[src/rtl/dimming_cmd_pkg.sv]
// dimming_cmd_pkg: opcodes, ack/error codes, FSM states and status-byte layout
// shared by the dimming command executor and its shadow register bank.
package dimming_cmd_pkg;
  localparam logic [7:0] OP_SET_GAIN    = 8'h01;
  localparam logic [7:0] OP_SET_MODE    = 8'h02;
  localparam logic [7:0] OP_SET_THRESH  = 8'h03;
  localparam logic [7:0] OP_ENABLE      = 8'h04;
  localparam logic [7:0] OP_READ_STATUS = 8'h05;
  localparam logic [7:0] OP_SOFT_RESET  = 8'h06;

  localparam logic [7:0] ACK_OK  = 8'h5A;
  localparam logic [7:0] ACK_ERR = 8'hE0;

  localparam logic [2:0] E_NONE = 3'd0;
  localparam logic [2:0] E_CHK  = 3'd1;
  localparam logic [2:0] E_OP   = 3'd2;
  localparam logic [2:0] E_LEN  = 3'd3;
  localparam logic [2:0] E_VAL  = 3'd4;

  localparam int ST_EN   = 7;
  localparam int ST_MODE = 5;
  localparam int ST_PEND = 4;
  localparam int ST_OVR  = 3;
  localparam int ST_ERR  = 0;

  typedef enum logic [1:0] {S_IDLE, S_CHECK, S_EXEC, S_ACK} state_t;
  typedef enum logic [2:0] {SEL_GAIN, SEL_MODE, SEL_THRESH, SEL_ENABLE, SEL_SOFT} sel_t;

  function automatic logic [7:0] req_len(input logic [7:0] code);
    return code == OP_SET_THRESH ? 8'd2 :
           (code == OP_READ_STATUS || code == OP_SOFT_RESET) ? 8'd0 : 8'd1;
  endfunction

  // Error checks in priority order: checksum, opcode, length, value.
  function automatic logic [2:0] cmd_err(input logic [7:0] code, input logic [7:0] len,
                                         input logic [31:0] p, input logic [7:0] chk);
    if ((code ^ len ^ p[7:0] ^ p[15:8] ^ p[23:16] ^ p[31:24]) != chk) return E_CHK;
    if (code == 8'h00 || code > OP_SOFT_RESET) return E_OP;
    if (len != req_len(code)) return E_LEN;
    if ((code == OP_SET_MODE && p[7:2] != 6'd0) || (code == OP_ENABLE && p[7:1] != 7'd0))
      return E_VAL;
    return E_NONE;
  endfunction
endpackage

[src/rtl/dimming_shadow_regs.sv]
// dimming_shadow_regs: shadow/active dimming parameters, pending flag and
// vsync edge detect; shadow copies to active on each vsync rising edge.
module dimming_shadow_regs
  import dimming_cmd_pkg::*;
#(
  parameter logic [7:0]  GAIN_DEFAULT   = 8'h80,
  parameter logic [15:0] THRESH_DEFAULT = 16'd512,
  parameter logic [1:0]  MODE_DEFAULT   = 2'd0
) (
  input  logic        clk,
  input  logic        rst_n,
  input  logic        i_wr,
  input  sel_t        i_sel,
  input  logic [15:0] i_data,
  input  logic        i_vsync,
  output logic        o_sh_enable,
  output logic [1:0]  o_sh_mode,
  output logic        o_pending,
  output logic [7:0]  o_act_gain,
  output logic [1:0]  o_act_mode,
  output logic [15:0] o_act_thresh,
  output logic        o_act_enable
);
  logic        r_vs_d, r_pending;
  logic [7:0]  r_sh_gain, r_act_gain;
  logic [1:0]  r_sh_mode, r_act_mode;
  logic [15:0] r_sh_thresh, r_act_thresh;
  logic        r_sh_enable, r_act_enable;
  logic        w_edge;

  assign w_edge = i_vsync & ~r_vs_d;

  // A write coincident with the edge lands in shadow only; pending stays set.
  always_ff @(posedge clk or negedge rst_n) begin
    if (!rst_n) begin
      r_vs_d       <= 1'b0;
      r_pending    <= 1'b0;
      r_sh_gain    <= GAIN_DEFAULT;
      r_sh_mode    <= MODE_DEFAULT;
      r_sh_thresh  <= THRESH_DEFAULT;
      r_sh_enable  <= 1'b0;
      r_act_gain   <= GAIN_DEFAULT;
      r_act_mode   <= MODE_DEFAULT;
      r_act_thresh <= THRESH_DEFAULT;
      r_act_enable <= 1'b0;
    end else begin
      r_vs_d    <= i_vsync;
      r_pending <= i_wr | (r_pending & ~w_edge);
      if (w_edge) begin
        r_act_gain   <= r_sh_gain;
        r_act_mode   <= r_sh_mode;
        r_act_thresh <= r_sh_thresh;
        r_act_enable <= r_sh_enable;
      end
      if (i_wr) begin
        case (i_sel)
          SEL_GAIN:   r_sh_gain   <= i_data[7:0];
          SEL_MODE:   r_sh_mode   <= i_data[1:0];
          SEL_THRESH: r_sh_thresh <= i_data;
          SEL_ENABLE: r_sh_enable <= i_data[0];
          default: begin
            r_sh_gain   <= GAIN_DEFAULT;
            r_sh_mode   <= MODE_DEFAULT;
            r_sh_thresh <= THRESH_DEFAULT;
            r_sh_enable <= 1'b0;
          end
        endcase
      end
    end
  end

  assign o_sh_enable  = r_sh_enable;
  assign o_sh_mode    = r_sh_mode;
  assign o_pending    = r_pending;
  assign o_act_gain   = r_act_gain;
  assign o_act_mode   = r_act_mode;
  assign o_act_thresh = r_act_thresh;
  assign o_act_enable = r_act_enable;
endmodule

[src/rtl/dimming_cmd_exec.sv]
// dimming_cmd_exec: validates decoded UART commands, writes dimming shadow
// registers and returns one ack/status byte per command.
module dimming_cmd_exec
  import dimming_cmd_pkg::*;
#(
  parameter logic [7:0]  GAIN_DEFAULT   = 8'h80,
  parameter logic [15:0] THRESH_DEFAULT = 16'd512,
  parameter logic [1:0]  MODE_DEFAULT   = 2'd0
) (
  input  logic        clk,
  input  logic        rst_n,
  input  logic        cmd_vaild,
  input  logic [7:0]  cmdcode,
  input  logic [7:0]  cmd_len,
  input  logic [31:0] para_list_fixed,
  input  logic [7:0]  check,
  input  logic        vsync,
  input  logic        ack_ready,
  output logic        ack_valid,
  output logic [7:0]  ack_data,
  output logic        busy,
  output logic [7:0]  act_gain,
  output logic [1:0]  act_mode,
  output logic [15:0] act_thresh,
  output logic        act_enable
);
  state_t      r_state;
  logic [7:0]  r_code, r_len, r_chk, r_ack_data;
  logic [31:0] r_p;
  logic [2:0]  r_err, r_last_err;
  logic        r_overrun, r_ack_valid;
  logic        w_wr, w_sh_enable, w_pending;
  logic [1:0]  w_sh_mode;
  logic [7:0]  w_status;
  sel_t        w_sel;

  assign w_wr  = r_state == S_EXEC && r_err == E_NONE && r_code != OP_READ_STATUS;
  assign w_sel = r_code == OP_SET_GAIN   ? SEL_GAIN :
                 r_code == OP_SET_MODE   ? SEL_MODE :
                 r_code == OP_SET_THRESH ? SEL_THRESH :
                 r_code == OP_ENABLE     ? SEL_ENABLE : SEL_SOFT;

  always_comb begin
    w_status                = '0;
    w_status[ST_EN]         = w_sh_enable;
    w_status[ST_MODE +: 2]  = w_sh_mode;
    w_status[ST_PEND]       = w_pending;
    w_status[ST_OVR]        = r_overrun;
    w_status[ST_ERR +: 3]   = r_last_err;
  end

  always_ff @(posedge clk or negedge rst_n) begin
    if (!rst_n) begin
      r_state     <= S_IDLE;
      r_code      <= '0;
      r_len       <= '0;
      r_p         <= '0;
      r_chk       <= '0;
      r_err       <= E_NONE;
      r_last_err  <= E_NONE;
      r_overrun   <= 1'b0;
      r_ack_valid <= 1'b0;
      r_ack_data  <= '0;
    end else begin
      case (r_state)
        S_IDLE: if (cmd_vaild) begin
          r_code  <= cmdcode;
          r_len   <= cmd_len;
          r_p     <= para_list_fixed;
          r_chk   <= check;
          r_state <= S_CHECK;
        end
        S_CHECK: begin
          r_err   <= cmd_err(r_code, r_len, r_p, r_chk);
          r_state <= S_EXEC;
        end
        S_EXEC: begin
          r_ack_valid <= 1'b1;
          r_ack_data  <= r_err != E_NONE ? (ACK_ERR | {5'd0, r_err}) :
                         r_code == OP_READ_STATUS ? w_status : ACK_OK;
          if (r_err != E_NONE) r_last_err <= r_err;
          else if (r_code == OP_READ_STATUS) r_overrun <= 1'b0;
          r_state <= S_ACK;
        end
        S_ACK: if (ack_ready) begin
          r_ack_valid <= 1'b0;
          r_state     <= S_IDLE;
        end
        default: r_state <= S_IDLE;
      endcase
      // A dropped command outranks the status-read clear of the same cycle.
      if (cmd_vaild && r_state != S_IDLE) r_overrun <= 1'b1;
    end
  end

  dimming_shadow_regs #(
    .GAIN_DEFAULT  (GAIN_DEFAULT),
    .THRESH_DEFAULT(THRESH_DEFAULT),
    .MODE_DEFAULT  (MODE_DEFAULT)
  ) u_regs (
    .clk         (clk),
    .rst_n       (rst_n),
    .i_wr        (w_wr),
    .i_sel       (w_sel),
    .i_data      (r_p[15:0]),
    .i_vsync     (vsync),
    .o_sh_enable (w_sh_enable),
    .o_sh_mode   (w_sh_mode),
    .o_pending   (w_pending),
    .o_act_gain  (act_gain),
    .o_act_mode  (act_mode),
    .o_act_thresh(act_thresh),
    .o_act_enable(act_enable)
  );

  assign ack_valid = r_ack_valid;
  assign ack_data  = r_ack_data;
  assign busy      = r_state != S_IDLE;
endmodule

[config.mk]
export PLATFORM = sky130hd
export DESIGN_NAME = dimming_cmd_exec
export DESIGN_NICKNAME = d
export VERILOG_FILES = /design/src/rtl/dimming_cmd_pkg.sv /design/src/rtl/dimming_shadow_regs.sv /design/src/rtl/dimming_cmd_exec.sv
export SDC_FILE = /design/constraint.sdc
export NUM_CORES = 1
export LEC_CHECK = 0
export CELL_PAD_IN_SITES_DETAIL_PLACEMENT = 1
export CELL_PAD_IN_SITES_GLOBAL_PLACEMENT = 1
export CORE_MARGIN = 4
export CORE_UTILIZATION = 40
export CTS_BUF_LIST = sky130_fd_sc_hd__clkbuf_4
export CTS_CLUSTER_DIAMETER = 60
export CTS_CLUSTER_SIZE = 14
export DETAILED_ROUTE_END_ITERATION = 16
export PLACE_DENSITY = 0.81
export RECOVER_POWER = 25
export SYNTH_ARGS = -nofsm -noshare
export SYNTH_HDL_FRONTEND = slang
export SYNTH_SLANG_ARGS = --single-unit
[constraint.sdc]
create_clock -name clk -period 1.9 [get_ports clk]
set_input_delay 0.38 -clock clk [delete_from_list [all_inputs] [get_ports clk]]
set_output_delay 0.38 -clock clk [all_outputs]
set_load 0.02 [all_outputs]
## Yosys cells after proc, flatten, opt, wreduce, memory -nomap -nowiden

Index checks and enable logic that the tools add are counted.

| word-level totals | value |
|---|---|
| register bits | 130 |
| latch bits | 0 |
| memory bits (writable) | 0 |
| ROM bits | 0 |
| input bits | 61 |
| output and inout bits | 37 |
| word-level logic and storage cells | 128 |
| memories | 0 |

| operators by class | value |
|---|---|
| $add $sub $neg | 0 |
| multiply operators | 0 |
| divide/modulo/power cells | 0 |
| magnitude comparators | 1 |
| equal/unequal tests | 18 |
| shifts and indexed selects | 0 |
| muxes and demuxes | 43 |
| bitwise operators | 14 |
| reductions and logical operators | 32 |

Operator list:

| operator | number |
|---|---|
| $xor A8 B8 Y8 | 5 |
| $mux W3 | 12 |
| $pmux W16 S2 | 1 |
| $eq A8 B3 Y1 const B | 3 |
| $mux W1 | 20 |
| $eq A8 B2 Y1 const B | 2 |
| $mux W8 | 2 |
| $pmux W8 S2 | 1 |
| $reduce_and A2 Y1 | 8 |
| $reduce_or A3 Y1 | 4 |
| $eq A8 B1 Y1 const B | 1 |
| $gt A8 B3 Y1 const B | 1 |
| $logic_not A8 Y1 | 1 |
| $ne A8 B2 Y1 | 1 |
| $ne A8 B3 Y1 const B | 1 |
| $ne A8 B8 Y1 | 1 |
| $pmux W2 S4 | 1 |
| $reduce_bool A2 Y1 | 4 |
| $reduce_bool A7 Y1 | 1 |
| $eq A3 B2 Y1 const B | 2 |
| $logic_not A3 Y1 | 2 |
| $mux W2 | 3 |
| $not A1 Y1 | 6 |
| $reduce_bool A6 Y1 | 1 |
| 14 further kinds | 24 |

## Depth between registers and ports, before layout

| depth | value |
|---|---|
| depth after elaboration | 21 |
| mapped depth | 8 |
| depth with buffers taken out | 6 |

## Modules after synthesis

Synthesis repeated with hierarchy kept, for this count alone.

| second synthesis, totals | value |
|---|---|
| cells, all modules | 435 |
| area total of the unflattened synthesis | 5,669.2 µm² |

Modules (own cells, without submodules):

| module | instances | cells an instance | area an instance (µm²) | seq. area each (µm²) |
|---|---|---|---|---|
| dimming_cmd_exec | 1 | 296 | 3,577.2 | 1,851.8 |
| dimming_shadow_regs | 1 | 139 | 2,092.0 | 1,406.3 |

## Least setup slack after synthesis

No wires, ideal clock.

| path | value |
|---|---|
| kind | register to register |
| from | register r_state[0] |
| to | register r_chk[0] |
| setup time | 0.125 ns |
| arrival | 1.768 ns |
| required time | 1.775 ns |
| slack | 0.007 ns |
| cell stages (with the launch flop) | 7 |
| buffers on the path | 2 |
| clock period less this slack | 1.893 ns |
| cells stage by stage | dfrtp_1 -> inv_1 -> ha_1 -> nand2_1 -> clkbuf_1 -> clkbuf_1 -> mux2_2 |

| on the way | value |
|---|---|
| word-level cells in the longest chain between the ends | 2 |

RTL lines:

| what | line | RTL |
|---|---|---|
| start, declared | dimming_cmd_exec.sv:27 | `state_t r_state;` |
| start signal, assigned | dimming_cmd_exec.sv:54 | `r_state <= S_IDLE;` |
| start signal, assigned | dimming_cmd_exec.sv:71 | `r_state <= S_CHECK;` |
| start signal, assigned | dimming_cmd_exec.sv:75 | `r_state <= S_EXEC;` |
| $logic_not A2 Y1 | dimming_cmd_exec.sv:65 | `case (r_state)` |
| $reduce_and A2 Y1 (no source line) | -- |  |
| end signal, assigned | dimming_cmd_exec.sv:70 | `r_chk <= check;` |
| end, declared | dimming_cmd_exec.sv:28 | `logic [7:0] r_code, r_len, r_chk, r_ack_data;` |

Every way passes these cells.
A chain may end at the register's enable or synchronous reset.

## Worst setup path after layout

| path | value |
|---|---|
| from | register r_len[4] |
| to | register r_err[2] |

| on the way | value |
|---|---|
| word-level cells in the longest chain between the ends | 9 |
| elaborated cells between the ends (all ways) | 19 |
| those cells by class | 2 x eq/ne; 12 x mux; 5 x bitwise |

RTL lines:

| what | line | RTL |
|---|---|---|
| start, declared | dimming_cmd_exec.sv:28 |  |
| start signal, assigned | dimming_cmd_exec.sv:68 | `r_len <= cmd_len;` |
| $xor A8 B8 Y8 (5 in a row) | dimming_cmd_pkg.sv:37 | `if ((code ^ len ^ p[7:0] ^ p[15:8] ^ p[23:16] ^ p[31:24]) != chk) return E_CHK;` |
| $ne A8 B8 Y1 | dimming_cmd_pkg.sv:37 |  |
| $mux W1 | dimming_cmd_pkg.sv:37 |  |
| $mux W1 | dimming_cmd_exec.sv:65 |  |
| $mux W3 (*) | dimming_cmd_pkg.sv:38 | `if (code == 8'h00 \|\| code > OP_SOFT_RESET) return E_OP;` |
| end signal, assigned | dimming_cmd_exec.sv:74 | `r_err <= cmd_err(r_code, r_len, r_p, r_chk);` |
| end, declared | dimming_cmd_exec.sv:30 | `logic [2:0] r_err, r_last_err;` |

Every way passes the cells marked *; elsewhere a longest branch is shown, timed or not. The select of a mux whose other input is x is not followed.

==> results.py <==
metrics = {
    "setup_path": {
        "worst_ep_arrival_time_ps": 2400,
        "r2r_end": "r_err[2]$_DFFE_PN0N_",
        "regToRegStartpoint": "r_len[4]$_DFFE_PN0P_",
        "crit_path_cell_trace": "xnor3_1 > xnor3_1 > nand4_1 > nor4_4 > nand3_1 > o22ai_2",
        "ff2ff_setup_slack_ps": -40,
        "ff2ff_path_depth": 6,
        "critPathMaxStageDelay_ps": 460,
        "end_kind": "flop",
        "criticalPathCategory": "flop to flop",
        "crit_slowest_cell": "dfrtp_2",
        "required_ps": 2360,
        "cp_max_fo": 3,
        "cpMostUsedCell": "xnor3_1",
        "worstSetupStartpointType": "flop",
    },
    "placement": {
        "dp_slack_ps": -71.7,
        "dp_hpwl_um": 10500,
        "portBuffers": 97,
        "gp_congestion": 0.855,
    },
    "clock_network": {
        "numCtsBuffers": 17,
        "cts-root-buf": "clkbuf_4",
        "h-tree-depth": 4,
        "clk_latency_ps": 550,
        "cts_tree": "built",
        "clkTransAtPathRegs_ps": 120,
        "cts_buffer_depth": 2,
        "clkSinkCount": 130,
    },
    "timing": {
        "setup-violations-final": 1,
        "period_needed_ps": 1940,
        "finalCritPeriodShare_pct": 102,
        "final-max-slew-violation-count": 0,
        "timing.hold.ws_ps": 423,
        "worst_slew_pin_slew_ps": 709,
        "timing.fmax_mhz": 516,
        "hold_violations": 0,
        "fin_ws_ps": -38.1,
        "finalClockSkew_ps": 14.8,
        "rsz0062_at_grt": "yes",
        "relSlewSlack_pct": 52.7,
    },
    "detailed_routing": {
        "drt-total-wl_um": 14200,
        "drc_errors": 0,
        "drt-vias-per-instance": 5.15,
        "drt_iter0_markers": 175,
        "dr.pass1.iters": 4,
        "route.vias.total": 3804,
        "wl_per_cell_um": 19.2,
        "ant_nets": 0,
    },
    "grt": {
        "antenna_found_initial": 0,
        "grt_pass1_wl_um": 23600,
        "grt_pass1_vias": 4328,
        "grt_usage_pct": 18.9,
        "grt_start_max_net_pins": 58,
        "grt_overflow": 0,
    },
    "logic_synthesis": {
        "synth_area_per_cell_sq_um": 13.8,
        "synth_edf_count": 0,
        "synth_top_family_by_area": "multiplexers",
        "syn_inst": 415,
        "synthMuxAreaShare_pct": 16.0,
        "yosys_warnings": 0,
        "ys_seq_area_share_pct": 57.1,
        "postSynth.asyncResetShare_pct": 100,
        "synth_compound_gate_area_share_pct": 8.38,
        "ys_types": 45,
        "syn_nets": 480,
        "synthAdderAreaFrac_pct": 0.877,
        "synthSimpleGateAreaFrac_pct": 6.73,
        "syn_area_sq_mm": 0.00571,
        "ys_ff_latch": 130,
        "synth_xor_area_share_pct": 8.75,
        "synth_ff_type": "dfrtp_1",
    },
    "power": {
        "p_leak_nw": 3.50,
        "peakVddDrop_v": 0.000745,
        "p_per_area_mw_per_mm2": 1540,
    },
    "final_layout": {
        "nFillCells": 1439,
        "num_antenna_cells": 0,
        "final_nets": 610,
        "area_growth_pct": 31.2,
        "drive_above_1_share_pct": 31.5,
    },
    "floorplan": {
        "die_w_um": 127,
        "dieArea_sq_mm": 0.0162,
        "ios": 98,
        "rows": 43,
        "core-area_sq_mm": 0.0139,
        "die_h_um": 127,
        "start_util_pct": 41.0,
    },
    "status": {
        "violations": "setup timing",
        "status": "finished, violations left",
    },
    "min_path": {
        "hold_path_class": "input port to async pin",
    },
    "job": {
        "cap_violations": 0,
    },
}
## flip-flops by register name, indices dropped and copies added (netlist names), 8 cells and up
signal	cells
ack_data	8
r_chk	8
r_code	8
r_len	8
r_p	32
u_regs.o_act_gain	8
u_regs.o_act_thresh	16
u_regs.r_sh_gain	8
u_regs.r_sh_thresh	16
## final cells by class
cell class | instances | area, sq um | area share [%]
Multi-Input combinational cell | 255 | 2390 | 31.9
Inverter | 13 | 48.8 | 0.652
Clock buffer | 17 | 128 | 1.70
Sequential cell | 130 | 3260 | 43.5
Timing Repair Buffer | 128 | 1230 | 16.4
Clock inverter | 15 | 206 | 2.76
Tap cell | 180 | 225 | 3.01
## cells in the final DEF, fill, tap and decap left out, drive strengths merged, types with 9 or more instances in the layout
cell           netlist  final
inv                 13     16
a22o                25     25
xnor2               12     12
o21ai               23     23
mux2                81     81
xnor3               14     14
nor2                13     13
clkbuf              14     19
dlygate4sd2          0     36
clkdlybuf4s50        0     58
dfrtp              126    126
buf                  3     30
xor2                 9      9
nand2               21     21
## repair_timing
| action | in CTS | in global routing |
|---|---|---|
| pin swaps | 5 | 10 |
| setup endpoints to repair | 40 | 21 |
| endpoints found under the hold margin | 23 | 0 |
| hold buffers | 1 | 0 |
| gates resized for setup | 48 | 10 |
| setup buffers | 0 | 2 |
| gates cloned | 0 | 0 |
## per-layer routing
layer  vias to the layer above  part of all wire (%)  global-route usage [%]
met4                         0                   1.8                    6.31
met5                         -                     0                       0
met2                       107                    50                    31.1
met1                      1922                    44                    24.4
li1                       1755                     -                       -
met3                        20                   4.4                    4.72
## how the worst max path moves through the flow
stage	startpoint	to	slack, ps	cells after the start
final	r_len[4]$_DFFE_PN0P_	r_err[2]$_DFFE_PN0N_	-40	6
after global routing	r_len[4]$_DFFE_PN0P_	r_err[2]$_DFFE_PN0N_	-80	6
after CTS	r_code[4]$_DFFE_PN0P_	r_err[1]$_DFFE_PN0N_	30	6
after detailed placement	r_code[5]$_DFFE_PN0P_	r_err[0]$_DFFE_PN0N_	-70	6
after global placement	r_code[5]$_DFFE_PN0P_	r_err[1]$_DFFE_PN0N_	20	6
after floorplan	r_state[0]$_DFFE_PN0P_	r_chk[0]$_DFFE_PN0P_	7	6
## power by group
group	total [mW]	switching, mW	internal [mW]
combinational	5.13	2.26	2.87
sequential	4.25	0.670	3.58
clock	2.14	1.09	1.05
total	11.5	4.01	7.50
## logic make-up after synthesis
kind of cell,Yosys count
multiplexers,81
AND/OR/NAND/NOR,67
AO/OA/AOI/OAI,68
buffers and inverters,30
flip-flops,130
adder cells (fa/ha/maj),4
XOR/XNOR,35
## worst max-delay path, delay by kind of cell (launching register included)
kind,cells,cell delay [ps]
AOI/OAI and AO/OA,1,130
xor gates and xnor gates,2,590
DFF,1,460
and+or+nand+nor,3,650
## per-stage QoR
stage                     power, mW  TNS [ps]  instances  utilization, %  area, sq um
after global routing           12.2      -549        738            53.7         7490
after CTS                      11.6         0        736            53.5         7450
after detailed placement       9.26      -174        703            51.1         7120
after floorplan                7.54         0        415               -         5710
final                          11.5     -38.1        738            53.7         7490
after global placement         8.95         0        703            51.1         7120
## synthesized netlist by cell type (all sizes together) (4+ instances only)
cell type | instances | area [sq um]
a22o | 25 | 230
xnor3 | 14 | 315
nor2 | 13 | 56.3
dfstp | 4 | 105
a31oi | 4 | 25.0
xnor2 | 12 | 105
o21ai | 23 | 119
ha | 4 | 50.1
nand3 | 5 | 30.0
nor3 | 5 | 35.0
a21oi | 7 | 35.0
xor2 | 9 | 78.8
inv | 13 | 48.8
nor2b | 6 | 37.5
nand2 | 21 | 78.8
dfrtp | 126 | 3150
clkbuf | 14 | 52.6
mux2 | 81 | 912
Note: power is estimated with default switching activity, not from simulation.
